### src/rtl/dvp_pkg.sv
// ---------------------------------------------------------------------------
// dvp_pkg
// Shared definitions for the DVP RGB565 transmitter:
//   - dvp_state_e      : frame-level FSM states
//   - Def* constants   : default timing for the ov5640 1280x720 configuration
//   - rgb888_to_rgb565 : packs a 24-bit pixel into the 16-bit RGB565 word;
//                        the high byte is sent first on the DVP bus
// ---------------------------------------------------------------------------
package dvp_pkg;

    typedef enum logic [2:0] {
        StIdle,
        StVsync,
        StVback,
        StActive,
        StVfront
    } dvp_state_e;

    localparam int unsigned DefHActive  = 1280;
    localparam int unsigned DefHBlank   = 10;
    localparam int unsigned DefVActive  = 720;
    localparam int unsigned DefVsLines  = 4;
    localparam int unsigned DefVBack    = 8;
    localparam int unsigned DefVFront   = 4;
    localparam logic [23:0] DefFillPixel = 24'h000000;

    // {R[7:0],G[7:0],B[7:0]} -> {R[7:3],G[7:2],B[7:3]}
    function automatic logic [15:0] rgb888_to_rgb565(input logic [23:0] pix);
        return {pix[23:19], pix[15:10], pix[7:3]};
    endfunction

endpackage

### src/rtl/dvp_timing_gen.sv
// ---------------------------------------------------------------------------
// dvp_timing_gen
// Frame timing for the DVP source: horizontal/vertical counters and the
// frame FSM. All outputs are combinational decodes of the current counter
// and state values; the caller registers them.
//
// Ports:
//   clk_i    byte clock
//   rst_i    synchronous reset, active high
//   en_i     frame enable, only looked at in idle and at the end of a frame
//   vsync_o  current line belongs to the vsync block
//   href_o   current byte slot is an active byte of an active line
//   fetch_o  current byte slot is the first byte of a pixel (pixel fetch)
//   busy_o   a frame is in progress
// ---------------------------------------------------------------------------
module dvp_timing_gen
    import dvp_pkg::*;
#(
    parameter int unsigned H_ACTIVE = DefHActive,
    parameter int unsigned H_BLANK  = DefHBlank,
    parameter int unsigned V_ACTIVE = DefVActive,
    parameter int unsigned VS_LINES = DefVsLines,
    parameter int unsigned V_BACK   = DefVBack,
    parameter int unsigned V_FRONT  = DefVFront
) (
    input  logic clk_i,
    input  logic rst_i,
    input  logic en_i,
    output logic vsync_o,
    output logic href_o,
    output logic fetch_o,
    output logic busy_o
);

    localparam int unsigned LineLen = 2 * H_ACTIVE + H_BLANK;
    localparam int unsigned HW      = (LineLen > 1) ? $clog2(LineLen) : 1;

    localparam int unsigned VMaxA = (V_ACTIVE > VS_LINES) ? V_ACTIVE : VS_LINES;
    localparam int unsigned VMaxB = (V_BACK > V_FRONT) ? V_BACK : V_FRONT;
    localparam int unsigned VMax  = (VMaxA > VMaxB) ? VMaxA : VMaxB;
    localparam int unsigned VW    = (VMax > 1) ? $clog2(VMax) : 1;

    dvp_state_e    state_q, state_d;
    logic [HW-1:0] h_cnt_q, h_cnt_d;
    logic [VW-1:0] v_cnt_q, v_cnt_d;

    logic [VW-1:0] v_last;
    logic          line_end;
    logic          block_end;

    // Index of the last line of the block the FSM is currently in.
    always_comb begin
        v_last = '0;
        unique case (state_q)
            StVsync:  v_last = VW'(VS_LINES - 1);
            StVback:  v_last = VW'(V_BACK - 1);
            StActive: v_last = VW'(V_ACTIVE - 1);
            StVfront: v_last = VW'(V_FRONT - 1);
            default:  v_last = '0;
        endcase
    end

    assign line_end  = (h_cnt_q == HW'(LineLen - 1));
    assign block_end = line_end && (v_cnt_q == v_last);

    always_comb begin
        state_d = state_q;
        h_cnt_d = h_cnt_q;
        v_cnt_d = v_cnt_q;

        if (state_q == StIdle) begin
            h_cnt_d = '0;
            v_cnt_d = '0;
            if (en_i) begin
                state_d = StVsync;
            end
        end else begin
            h_cnt_d = line_end ? '0 : h_cnt_q + HW'(1);
            if (line_end) begin
                // v_cnt counts lines within the current block.
                v_cnt_d = block_end ? '0 : v_cnt_q + VW'(1);
            end
            if (block_end) begin
                unique case (state_q)
                    StVsync:  state_d = StVback;
                    StVback:  state_d = StActive;
                    StActive: state_d = StVfront;
                    StVfront: state_d = en_i ? StVsync : StIdle;
                    default:  state_d = StIdle;
                endcase
            end
        end
    end

    always_ff @(posedge clk_i) begin
        if (rst_i) begin
            state_q <= StIdle;
            h_cnt_q <= '0;
            v_cnt_q <= '0;
        end else begin
            state_q <= state_d;
            h_cnt_q <= h_cnt_d;
            v_cnt_q <= v_cnt_d;
        end
    end

    assign busy_o  = (state_q != StIdle);
    assign vsync_o = (state_q == StVsync);
    assign href_o  = (state_q == StActive) && (h_cnt_q < HW'(2 * H_ACTIVE));
    // Even byte slots of the active region carry the pixel's first byte.
    assign fetch_o = href_o && !h_cnt_q[0];

endmodule

### src/rtl/dvp_rgb565_tx.sv
// ---------------------------------------------------------------------------
// dvp_rgb565_tx
// DVP (OV5640-style) source. Consumes 24-bit RGB pixels and emits RGB565
// bytes (high byte first) with vsync/href framing on cam_clk.
//
// Ports:
//   cam_clk    byte clock, rising edge
//   cam_rst    synchronous reset, active high; aborts any frame in progress
//   en         frame enable, sampled only at frame boundaries
//   s_data     {R,G,B} upstream pixel
//   s_valid    s_data valid
//   s_ready    pixel consumed this cycle (combinational)
//   dvp_vsync  frame sync, registered
//   dvp_href   line valid, registered
//   dvp_data   RGB565 byte, registered, 0 while dvp_href is low
//   underflow  pulse when FILL_PIXEL replaces a missing upstream pixel
//   busy       frame in progress
// ---------------------------------------------------------------------------
module dvp_rgb565_tx
    import dvp_pkg::*;
#(
    parameter int unsigned H_ACTIVE   = DefHActive,
    parameter int unsigned H_BLANK    = DefHBlank,
    parameter int unsigned V_ACTIVE   = DefVActive,
    parameter int unsigned VS_LINES   = DefVsLines,
    parameter int unsigned V_BACK     = DefVBack,
    parameter int unsigned V_FRONT    = DefVFront,
    parameter logic [23:0] FILL_PIXEL = DefFillPixel
) (
    input  logic        cam_clk,
    input  logic        cam_rst,
    input  logic        en,
    input  logic [23:0] s_data,
    input  logic        s_valid,
    output logic        s_ready,
    output logic        dvp_vsync,
    output logic        dvp_href,
    output logic [7:0]  dvp_data,
    output logic        underflow,
    output logic        busy
);

    logic vsync_dec;
    logic href_dec;
    logic fetch;
    logic frame_busy;

    dvp_timing_gen #(
        .H_ACTIVE (H_ACTIVE),
        .H_BLANK  (H_BLANK),
        .V_ACTIVE (V_ACTIVE),
        .VS_LINES (VS_LINES),
        .V_BACK   (V_BACK),
        .V_FRONT  (V_FRONT)
    ) u_timing (
        .clk_i   (cam_clk),
        .rst_i   (cam_rst),
        .en_i    (en),
        .vsync_o (vsync_dec),
        .href_o  (href_dec),
        .fetch_o (fetch),
        .busy_o  (frame_busy)
    );

    logic [23:0] pix;
    logic [15:0] pix565;

    logic [7:0] lo_q, lo_d;
    logic [7:0] data_q, data_d;
    logic       href_q;
    logic       vsync_q;

    // A missing pixel is replaced, never waited for, so line timing is fixed.
    assign pix    = s_valid ? s_data : FILL_PIXEL;
    assign pix565 = rgb888_to_rgb565(pix);

    assign s_ready   = fetch;
    assign underflow = fetch && !s_valid;
    assign busy      = frame_busy;

    // Fetch slot sends the high byte and parks the low byte for the next slot.
    always_comb begin
        lo_d   = lo_q;
        data_d = '0;
        if (fetch) begin
            data_d = pix565[15:8];
            lo_d   = pix565[7:0];
        end else if (href_dec) begin
            data_d = lo_q;
        end
    end

    always_ff @(posedge cam_clk) begin
        if (cam_rst) begin
            lo_q    <= '0;
            data_q  <= '0;
            href_q  <= 1'b0;
            vsync_q <= 1'b0;
        end else begin
            lo_q    <= lo_d;
            data_q  <= data_d;
            href_q  <= href_dec;
            vsync_q <= vsync_dec;
        end
    end

    assign dvp_vsync = vsync_q;
    assign dvp_href  = href_q;
    assign dvp_data  = data_q;

endmodule

### config.mk
export PLATFORM = sky130hd
export DESIGN_NAME = dvp_rgb565_tx
export DESIGN_NICKNAME = d
export VERILOG_FILES = /design/src/rtl/dvp_pkg.sv /design/src/rtl/dvp_timing_gen.sv /design/src/rtl/dvp_rgb565_tx.sv
export SDC_FILE = /design/constraint.sdc
export NUM_CORES = 1
export LEC_CHECK = 0
export CAP_MARGIN = 20
export CORE_MARGIN = 1
export CORE_UTILIZATION = 45
export DETAILED_ROUTE_END_ITERATION = 6
export DONT_BUFFER_PORTS = 1
export PLACE_DENSITY = 0.65
export SLEW_MARGIN = 20
export SYNTH_ARGS = -nofsm -noshare
export SYNTH_HDL_FRONTEND = slang
export SYNTH_HIERARCHICAL = 1
export SYNTH_SLANG_ARGS = --single-unit
export TNS_END_PERCENT = 5
### constraint.sdc
create_clock -name cam_clk -period 4.6 [get_ports cam_clk]
set_clock_uncertainty 0.05 [all_clocks]
set_input_delay 0.46 -clock cam_clk [delete_from_list [all_inputs] [get_ports cam_clk]]
set_output_delay 0.46 -clock cam_clk [all_outputs]
set_load 0.01 [all_outputs]
==> metrics.cfg, run 1 <==
[outcome]
run_status=finished clean

[yosys]
synthCells=220
avgSynthCellArea_um2=9.151
synth-edff-count=0
yosysWarnings=6
synthesis.nets=251
seq_area_frac_synth=0.4276
synthFlopType=dfxtp_1
synth_cell_types=50
synthArstFlopShare=0
synth_seq_cells=43
syn_area_mm2=0.002013

[layout]
final_layout_size_suffix_gt1_frac=0.09217
n_antenna_cell=0
fill_cells=413
nets=247
syn2layout_area_growth_pct=4.288
final_common_cell=dfxtp_1
layout_common_cells=43 x dfxtp_1, 22 x nor2_1, 14 x nand3_1

[critical_path]
worst_setup_path_end_kind=flip-flop
cp.required_ns=4.71
critPathLaunch=u_timing/h_cnt_q[0]
crit_arrival_ns=2.79
worstSetupStartpointType=flip-flop
cp_max_fo=13
path_class=flip-flop to flip-flop
timing.rr.start=u_timing/h_cnt_q[0]

[floorplan]
die-area_mm2=0.004745
rows=23
die_y_um=68.89
core-area_mm2=0.004144
die_w_um=68.89
io_pins=41
initial_core_util=0.4858

[grt]
grt_pass1_vias=1296
grt_overflow=0
antenna_found_initial=0
grt_usage=0.1656
grt_max_degree=22
grt_pass1_wl_um=5699

[sta]
fin_hold_ws_ns=0.1755
hold_violations=0
setup_viol=0
fmaxAchievable_ghz=0.3735
finalCritPeriodShare=0.5821
slew_violations=0
min_period_ns=2.678
fin_setup_tns_ns=0
rsz0062_at_grt=no
slew-limit-headroom=0.6004
tightest_slew_ns=0.5982

[detailed_routing]
via_per_inst=5.476
wirelength_um=3571
initialDrtViolationCount=84
ant_nets=0
dr_total_vias=1462
wl_per_cell_um=13.37
drtPass1Iterations=4
drc=0

[clock_network]
cts-root-to-sink-buffers=2
postCtsSetupRepairBufs=0
cts.clk_slew.worst_paths_ns=0.08
cts_made_buffers=5
clk-insertion-delay-late_ns=0.29
h-tree-depth=2
cts.sinks=43
cts_tree=built
postCtsHoldBufs=0
cts_resized=0
ctsRootBufferMaster=clkbuf_8

[place]
dpl.hpwl_um=2474
port_buffers=0
routabilityCongestion=0.7375

[min_path]
min_path_type=primary input to flip-flop
hp-start=cam_rst

[pwr]
powerDensity_mw_per_mm2=313.9
power.leakage_nw=0.7167
peakVddDrop_v=0.0001562

[flow_run]
maxCapViolations=0

[final cells by class]
| type | instances | area, um2 | area share |
|---|---|---|---|
| multi-input cells | 155 | 1031 | 0.4911 |
| flip-flops and latches | 43 | 860.8 | 0.4100 |
| clock buffers | 8 | 100.1 | 0.04768 |
| well taps | 50 | 62.56 | 0.02980 |
| inverters | 10 | 37.54 | 0.01788 |
| repair buffers | 1 | 7.507 | 0.003576 |
[synth_stat cells (all sizes together) (2+ instances only)]
| cell type | number | share of area |
|---|---|---|
| nor2b | 4 | 0.012 |
| o21ai | 6 | 0.017 |
| nand2b | 11 | 0.038 |
| nand2 | 11 | 0.022 |
| or4b | 2 | 0.012 |
| a21oi | 13 | 0.032 |
| nand3 | 14 | 0.035 |
| xnor2 | 5 | 0.022 |
| ha | 3 | 0.019 |
| or3 | 4 | 0.015 |
| a31oi | 2 | 0.0062 |
| xor2 | 12 | 0.052 |
| nand4 | 11 | 0.042 |
| buf | 8 | 0.037 |
| o32ai | 7 | 0.038 |
| clkbuf | 4 | 0.0075 |
| nor3 | 4 | 0.016 |
| and3 | 2 | 0.0062 |
| inv | 10 | 0.019 |
| and2 | 4 | 0.012 |
| dfxtp | 43 | 0.43 |
| nor2 | 22 | 0.041 |
[flip-flops by register name (all words and copies together) (netlist names)]
register and cells:
u_timing/v_cnt_q 10, dvp_href 1, u_timing/h_cnt_q 12, u_timing/state_q 3, dvp_data 8, dvp_vsync 1
lo_q 8
[worst paths after layout]
check,end,slack (ns),cells past startpoint
hold / removal,u_timing/state_q[0],0.18,1
hold reg to reg,lo_q[2],0.43,2
setup / recovery,u_timing/v_cnt_q[5],1.92,6
setup reg to reg,u_timing/v_cnt_q[5],1.92,6
[per-layer routing]
| metal | up-vias | global-route usage | wire length (um) |
|---|---|---|---|
| li1 | 766 | - | - |
| met5 | - | 0 | 0 |
| met3 | 5 | 0.04934 | 126 |
| met4 | 0 | 0.06888 | 46 |
| met1 | 673 | 0.2062 | 1724 |
| met2 | 18 | 0.2646 | 1673 |
[power by group]
group | switching, W | internal [W]
registers | 0.00000432 | 0.000374
clock network | 0.000121 | 0.000137
logic | 0.0000128 | 0.00000936
[kinds of logic (layout without fill, tap and decap cells)]
group / after synthesis / in the layout / share of synthesized area
AOI/OAI and AO/OA: 35 / 35 / 0.1212
and+or+nand+nor: 99 / 99 / 0.2909
adders and majority gates: 3 / 3 / 0.01865
xor gates and xnor gates: 17 / 17 / 0.07396
DFF: 43 / 43 / 0.4276
buffers and inverters: 22 / 19 / 0.06277
muxes: 1 / 1 / 0.004972
[critical path: stages (launching register included)]
cell and delay [ns]:
dfxtp_1 0.47, ha_1 0.19, or4b_4 0.48, nor3_4 0.47, nand4_4 0.22, o21bai_1 0.55
nor2_1 0.10
[metrics by stage]
stage               total power (W)  cells  instance area [um2]  utilization  worst slack [ns]
floorplan                 0.0004129    220                 2013            -             2.420
global placement          0.0004099    259                 1999       0.4825             1.904
detailed placement        0.0004099    259                 1999       0.4825             1.892
CTS                       0.0006694    267                 2100       0.5066             1.876
global route              0.0006865    267                 2100       0.5066             1.677
finish                    0.0006589    267                 2100       0.5066             1.922
(Power assumes the default switching activity.)
==> run 2, diff against run 1 <==
==> constraint.sdc (replaced) <==
create_clock -name cam_clk -period 2.5 [get_ports cam_clk]
set_clock_uncertainty 0.05 [all_clocks]
set_input_delay 0.25 -clock cam_clk [delete_from_list [all_inputs] [get_ports cam_clk]]
set_output_delay 0.25 -clock cam_clk [all_outputs]
set_load 0.01 [all_outputs]
==> run 2 against run 1 <==
Net effect: cell area is 1.4% higher; register-to-register slack worse by 1.6 ns; via count up 2.0%; non-clock buffer count is 6 higher; flip-flop and latch count did not move; power is 77% higher; combinational power is 130% higher; global-route usage is 0.29 points lower; hold slack worse by 0.16 ns; largest power group unchanged.
==> metrics.cfg, run 2 (synthesis results as in run 1) <==
[critical_path]
cp.required_ns=2.67  ; -2.04 ns
worstSetupStartpointType=flip-flop
worst_setup_path_end_kind=flip-flop
path_class=flip-flop to flip-flop
cp_max_fo=6  ; -7
crit_arrival_ns=2.35  ; -0.44 ns

[sta]
fmaxAchievable_ghz=0.4595  ; +23%
slew-limit-headroom=0.6973  ; +0.09697
rsz0062_at_grt=no
setup_viol=0  ; unchanged
setup_slack_ns=0.3237  ; -1.599 ns
hold_violations=0  ; unchanged
finalCritPeriodShare=0.8705  ; +0.2884
slew_violations=0  ; unchanged
tightest_slew_ns=0.4525  ; -0.1457 ns
min_period_ns=2.176  ; -0.5014 ns
fin_setup_tns_ns=0  ; unchanged

[clock_network]
h-tree-depth=2  ; unchanged
clk-insertion-delay-late_ns=0.29  ; about the same
cts-root-to-sink-buffers=2  ; unchanged
cts_tree=built
ctsRootBufferMaster=clkbuf_8
cts_made_buffers=5  ; unchanged
cts.clk_slew.worst_paths_ns=0.08  ; about the same
cts.sinks=43  ; unchanged

[floorplan]
core-area_mm2=0.004144  ; unchanged
initial_core_util=0.4858  ; unchanged
die-area_mm2=0.004745  ; unchanged
rows=23  ; unchanged
io_pins=41  ; unchanged
die_y_um=68.89  ; unchanged
die_w_um=68.89  ; unchanged

[detailed_routing]
via_per_inst=5.462  ; -0.26%
drc=0  ; unchanged
dr_total_vias=1491  ; +2.0%
ant_nets=0  ; unchanged
wirelength_um=3632  ; +1.7%
initialDrtViolationCount=81  ; -3.6%
drtPass1Iterations=4  ; unchanged
wl_per_cell_um=13.30  ; -0.53%

[layout]
layout.cells.non_filler=273  ; +2.2%
regMostFlops=u_timing/h_cnt_q
layout_common_cells=43 x dfxtp_1, 22 x nor2_1, 14 x nand3_1
nets=253  ; +2.4%
syn2layout_area_growth_pct=5.718
fill_cells=407  ; -1.5%
n_antenna_cell=0  ; unchanged
final_layout_size_suffix_gt1_frac=0.1076  ; +0.01546
reg_top3=u_timing/h_cnt_q: 12 flops, u_timing/v_cnt_q: 10 flops
seqCellArea_um2=860.8  ; unchanged
largest_reg_flops=12  ; unchanged
final_common_cell=dfxtp_1
multiInputGateArea_mm2=0.001031  ; unchanged

[grt]
grt_usage=0.1627  ; -0.002929
grt_overflow=0  ; unchanged
grt_pass1_wl_um=5623  ; -1.3%
antenna_found_initial=0  ; unchanged
grt_pass1_vias=1283  ; -1.0%
grt_max_degree=13  ; -41%

[place]
dpl.hpwl_um=2538  ; +2.6%
routabilityCongestion=0.7724  ; +4.7%
post-place-cells=264  ; +1.9%
dp_slack_ns=0.3258  ; -1.566 ns
port_buffers=0  ; unchanged

[flow_run]
maxCapViolations=0  ; unchanged

[pwr]
p_clk_frac=0.360  ; -0.032
power.switching_w=0.0002590  ; +87%
combPwrFrac=0.043  ; +0.009
pwr-share-seq=0.597  ; +0.022
p_int_w=0.0009058  ; +74%
peakVddDrop_v=0.0003265  ; +110%
p_sw_frac=0.2224  ; +0.01247
powerDensity_mw_per_mm2=547.3  ; +74%
power.leakage_nw=0.7363  ; +2.7%

[outcome]
run_status=finished clean

[min_path]
min_path_type=primary input to flip-flop

-- run 2: cell count changes in the layout (fill, tap and decap cells not counted) --
cell,previous run,this run
buf_4,1,6
clkbuf_8,7,5
clkbuf_1,1,2
clkinv_2,0,1
dlygate4sd3_1,0,1
-- run 2: through the flow --
step	power [W]	utilization	hold WS, ns	instance area [um2]
6_report	0.001165	0.5136	0.01947	2128
5_1_grt	0.001209	0.5136	0.01589	2128
4_1_cts	0.001183	0.5136	0.01200	2128
3_5_place_dp	0.0007577	0.4915	0.2741	2037
3_3_place_gp	0.0007576	0.4915	0.2738	2037
2_1_floorplan	0.0007596	-	0.2691	2013
-- run 2: worst max-delay path, cell delays in order (launching register included) --
cell,delay [ns]
dfxtp_1,0.35
inv_1,0.07
ha_1,0.13
or4b_4,0.48
nor3_4,0.23
nand4_4,0.15
buf_4,0.19
or3_1,0.34
a21oi_1,0.13
-- run 2: per-layer routing --
| layer | vias to the layer above | part of all wire | GRT usage |
|---|---|---|---|
| li1 | 778 | - | - |
| met3 | 4 | 0.037 | 0.04441 |
| met4 | 0 | 0.011 | 0.06888 |
| met5 | - | 0 | 0 |
| met2 | 29 | 0.47 | 0.2549 |
| met1 | 680 | 0.48 | 0.2086 |
-- run 2: path summary, 6_finish.rpt --
check                           start             endpoint  slack, ns  cells after the start
hold reg to reg               lo_q[6]              lo_q[6]       0.43                      2
setup / recovery  u_timing/h_cnt_q[1]  u_timing/state_q[2]       0.32                      8
hold / removal                cam_rst          dvp_data[3]       0.02                      1
setup reg to reg  u_timing/h_cnt_q[1]  u_timing/state_q[2]       0.32                      8
-- run 2: area by class of cell --
type,instances,area share
Clock buffer,7,0.03586
Sequential cell,43,0.4045
Inverter,10,0.01764
Timing Repair Buffer,7,0.02587
Clock inverter,1,0.002352
Multi-Input combinational cell,155,0.4844
Tap cell,50,0.02939
-- run 2: timing repair --
item,CTS,global route
hold buffers,1,0
resized for setup,0,0
hold endpoints to repair,11,0
buffers inserted,0,0
-- run 2: power by group through the flow --
| stage | registers (W) | logic [W] | clock network [W] |
|---|---|---|---|
| 2_1_floorplan | 0.000708 | 0.0000517 | 0 |
| 3_3_place_gp | 0.000711 | 0.0000465 | 0 |
| 3_5_place_dp | 0.000711 | 0.0000467 | 0 |
| 4_1_cts | 0.000695 | 0.0000508 | 0.000437 |
| 5_1_grt | 0.000696 | 0.0000566 | 0.000456 |
| 6_report | 0.000695 | 0.0000506 | 0.000419 |
==> run 3, diff against run 2 <==
--- a/config.mk
+++ b/config.mk
@@ -6,6 +6,7 @@
 export NUM_CORES = 1
 export LEC_CHECK = 0
 export CAP_MARGIN = 20
+export CORE_ASPECT_RATIO = 0.75
 export CORE_MARGIN = 1
 export CORE_UTILIZATION = 45
 export DETAILED_ROUTE_END_ITERATION = 6
==> run 3 against run 2 <==
Net effect: sequential share of layout area shrank 0.42 points; via count rose by 1.7%; wire length is 4.1% higher; die area about the same; setup slack worse by 0.053 ns; utilization up 0.11 points; cell area grew 1.1%; sequential power about the same; final cell count rose by 1.8%; clock-buffer cell count is 2 lower.
==> metrics.cfg, run 3 (synthesis results as in run 1) <==
[floorplan]
rows=20  ; -13%
die_y_um=59.93  ; -13%
die_w_um=79.24  ; +15%
io_pins=41  ; unchanged
die-area_mm2=0.004748  ; about the same
core-area_mm2=0.004179  ; +0.85%
initial_core_util=0.4817  ; -0.004073

[critical_path]
cp_max_fo=10  ; +4
worstSetupStartpointType=flip-flop
path_class=flip-flop to flip-flop
cp.required_ns=2.67  ; about the same
worst_setup_path_end_kind=flip-flop
crit_arrival_ns=2.40  ; +0.05 ns

[clock_network]
cts_tree=built
cts.sinks=43  ; unchanged
ctsRootBufferMaster=clkbuf_8
clk-insertion-delay-late_ns=0.29  ; about the same
cts_made_buffers=5  ; unchanged
cts.clk_slew.worst_paths_ns=0.09  ; about the same
h-tree-depth=2  ; unchanged
cts-root-to-sink-buffers=2  ; unchanged

[sta]
fmaxAchievable_ghz=0.4486  ; -2.4%
slew_violations=0  ; unchanged
min_period_ns=2.229  ; +0.05290 ns
fin_setup_tns_ns=0  ; unchanged
finalCritPeriodShare=0.8917  ; +0.02116
setup_viol=0  ; unchanged
rsz0062_at_grt=no
slew-limit-headroom=0.7006  ; +0.003286
hold_violations=0  ; unchanged
tightest_slew_ns=0.4476  ; -0.004912 ns

[grt]
met2_usage=0.2328  ; -0.02210
grt_usage=0.1742  ; +0.01153
grt_max_degree=21  ; +8
antenna_found_initial=0  ; unchanged
top_usage_layer=met1
grt_util_met3=0.04275  ; -0.001660
use_met1=0.2646  ; +0.05600
grt_pass1_vias=1262  ; -1.6%
grt_overflow=0  ; unchanged
grt_pass1_wl_um=6203  ; +10%

[pwr]
powerDensity_mw_per_mm2=561.3  ; +2.6%
power.leakage_nw=0.7336  ; -0.37%
peakVddDrop_v=0.0002442  ; -25%

[flow_run]
maxCapViolations=0  ; unchanged

[detailed_routing]
wl_per_cell_um=13.60  ; +2.2%
ant_nets=0  ; unchanged
dr_total_vias=1517  ; +1.7%
drc=0  ; unchanged
via_per_inst=5.457  ; about the same
wirelength_um=3780  ; +4.1%
initialDrtViolationCount=128  ; +58%
drtPass1Iterations=4  ; unchanged

[layout]
nets=253  ; unchanged
reg_top3=u_timing/h_cnt_q: 12 flops, u_timing/v_cnt_q: 10 flops
syn2layout_area_growth_pct=6.836
layout_common_cells=43 x dfxtp_1, 22 x nor2_1, 14 x nand3_1
final_layout_size_suffix_gt1_frac=0.1076  ; unchanged
post-route-util=0.5147  ; +0.001084
n_antenna_cell=0  ; unchanged
final_common_cell=dfxtp_1
regMostFlops=u_timing/h_cnt_q
largest_reg_flops=12  ; unchanged

[place]
dpl.hpwl_um=2453  ; -3.3%
port_buffers=0  ; unchanged
routabilityCongestion=0.7554  ; -2.2%

[min_path]
min_path_type=primary input to flip-flop

[outcome]
run_status=finished clean

## run 3: cell count changes in the layout (fill, tap and decap cells not counted), sizes merged
cell / delta
dlygate4sd3: +2
clkinv: -1
clkbuf: -2
inv: +1
buf: -2
clkinvlp: +2
## run 3: path summary, 6_finish.rpt
kind | start | endpoint | slack, ns | depth (start not counted)
worst max-delay path | u_timing/h_cnt_q[1] | u_timing/state_q[0] | 0.27 | 7
worst min-delay path | cam_rst | dvp_data[7] | 0.03 | 1
worst max register to register | u_timing/h_cnt_q[1] | u_timing/state_q[0] | 0.27 | 7
worst min register to register | lo_q[5] | dvp_data[5] | 0.42 | 2
## run 3: metrics by stage
step	setup slack, ns	instance area (um2)	power [W]	std cells	hold slack (ns)
finish	0.2708	2151	0.001207	278	0.02579
floorplan	0.3196	2013	0.0007596	220	0.2691
detailed placement	0.2851	2028	0.0007582	267	0.2737
CTS	0.2655	2141	0.001217	277	0.001875
global route	0.1723	2151	0.001263	278	0.01613
global placement	0.3074	2028	0.0007580	267	0.2713
## run 3: power by group
part	switching (W)	internal, W
registers	0.00000615	0.000689
clock network	0.000257	0.000200
logic	0.0000327	0.0000231
total	0.000295	0.000912
## run 3: per-layer routing
layer  vias up  wire, um
met2        34      1484
met4         0        18
met1       704      2106
met5         -         0
li1        777         -
met3         2       170
## run 3: cell type report
class / count / area [um2]
Fill cell: 399 / 2028
Multi-Input combinational cell: 155 / 1031
Clock inverter: 3 / 23.77
Clock buffer: 5 / 68.82
Tap cell: 55 / 68.82
Timing Repair Buffer: 7 / 60.06
Inverter: 10 / 37.54
Sequential cell: 43 / 860.8
## run 3: worst max-delay path: stages (launching register included)
cell and delay (ns):
dfxtp_1 0.36, inv_1 0.07, ha_1 0.13, or4b_4 0.49
nor3_4 0.23, nand4_4 0.19, or4b_1 0.50, a31oi_1 0.16
## run 3: repair_timing
item,4_1_cts,5_1_grt
gates resized for setup,0,0
buffers inserted,0,0
hold buffers,2,1
hold endpoints to repair,11,5
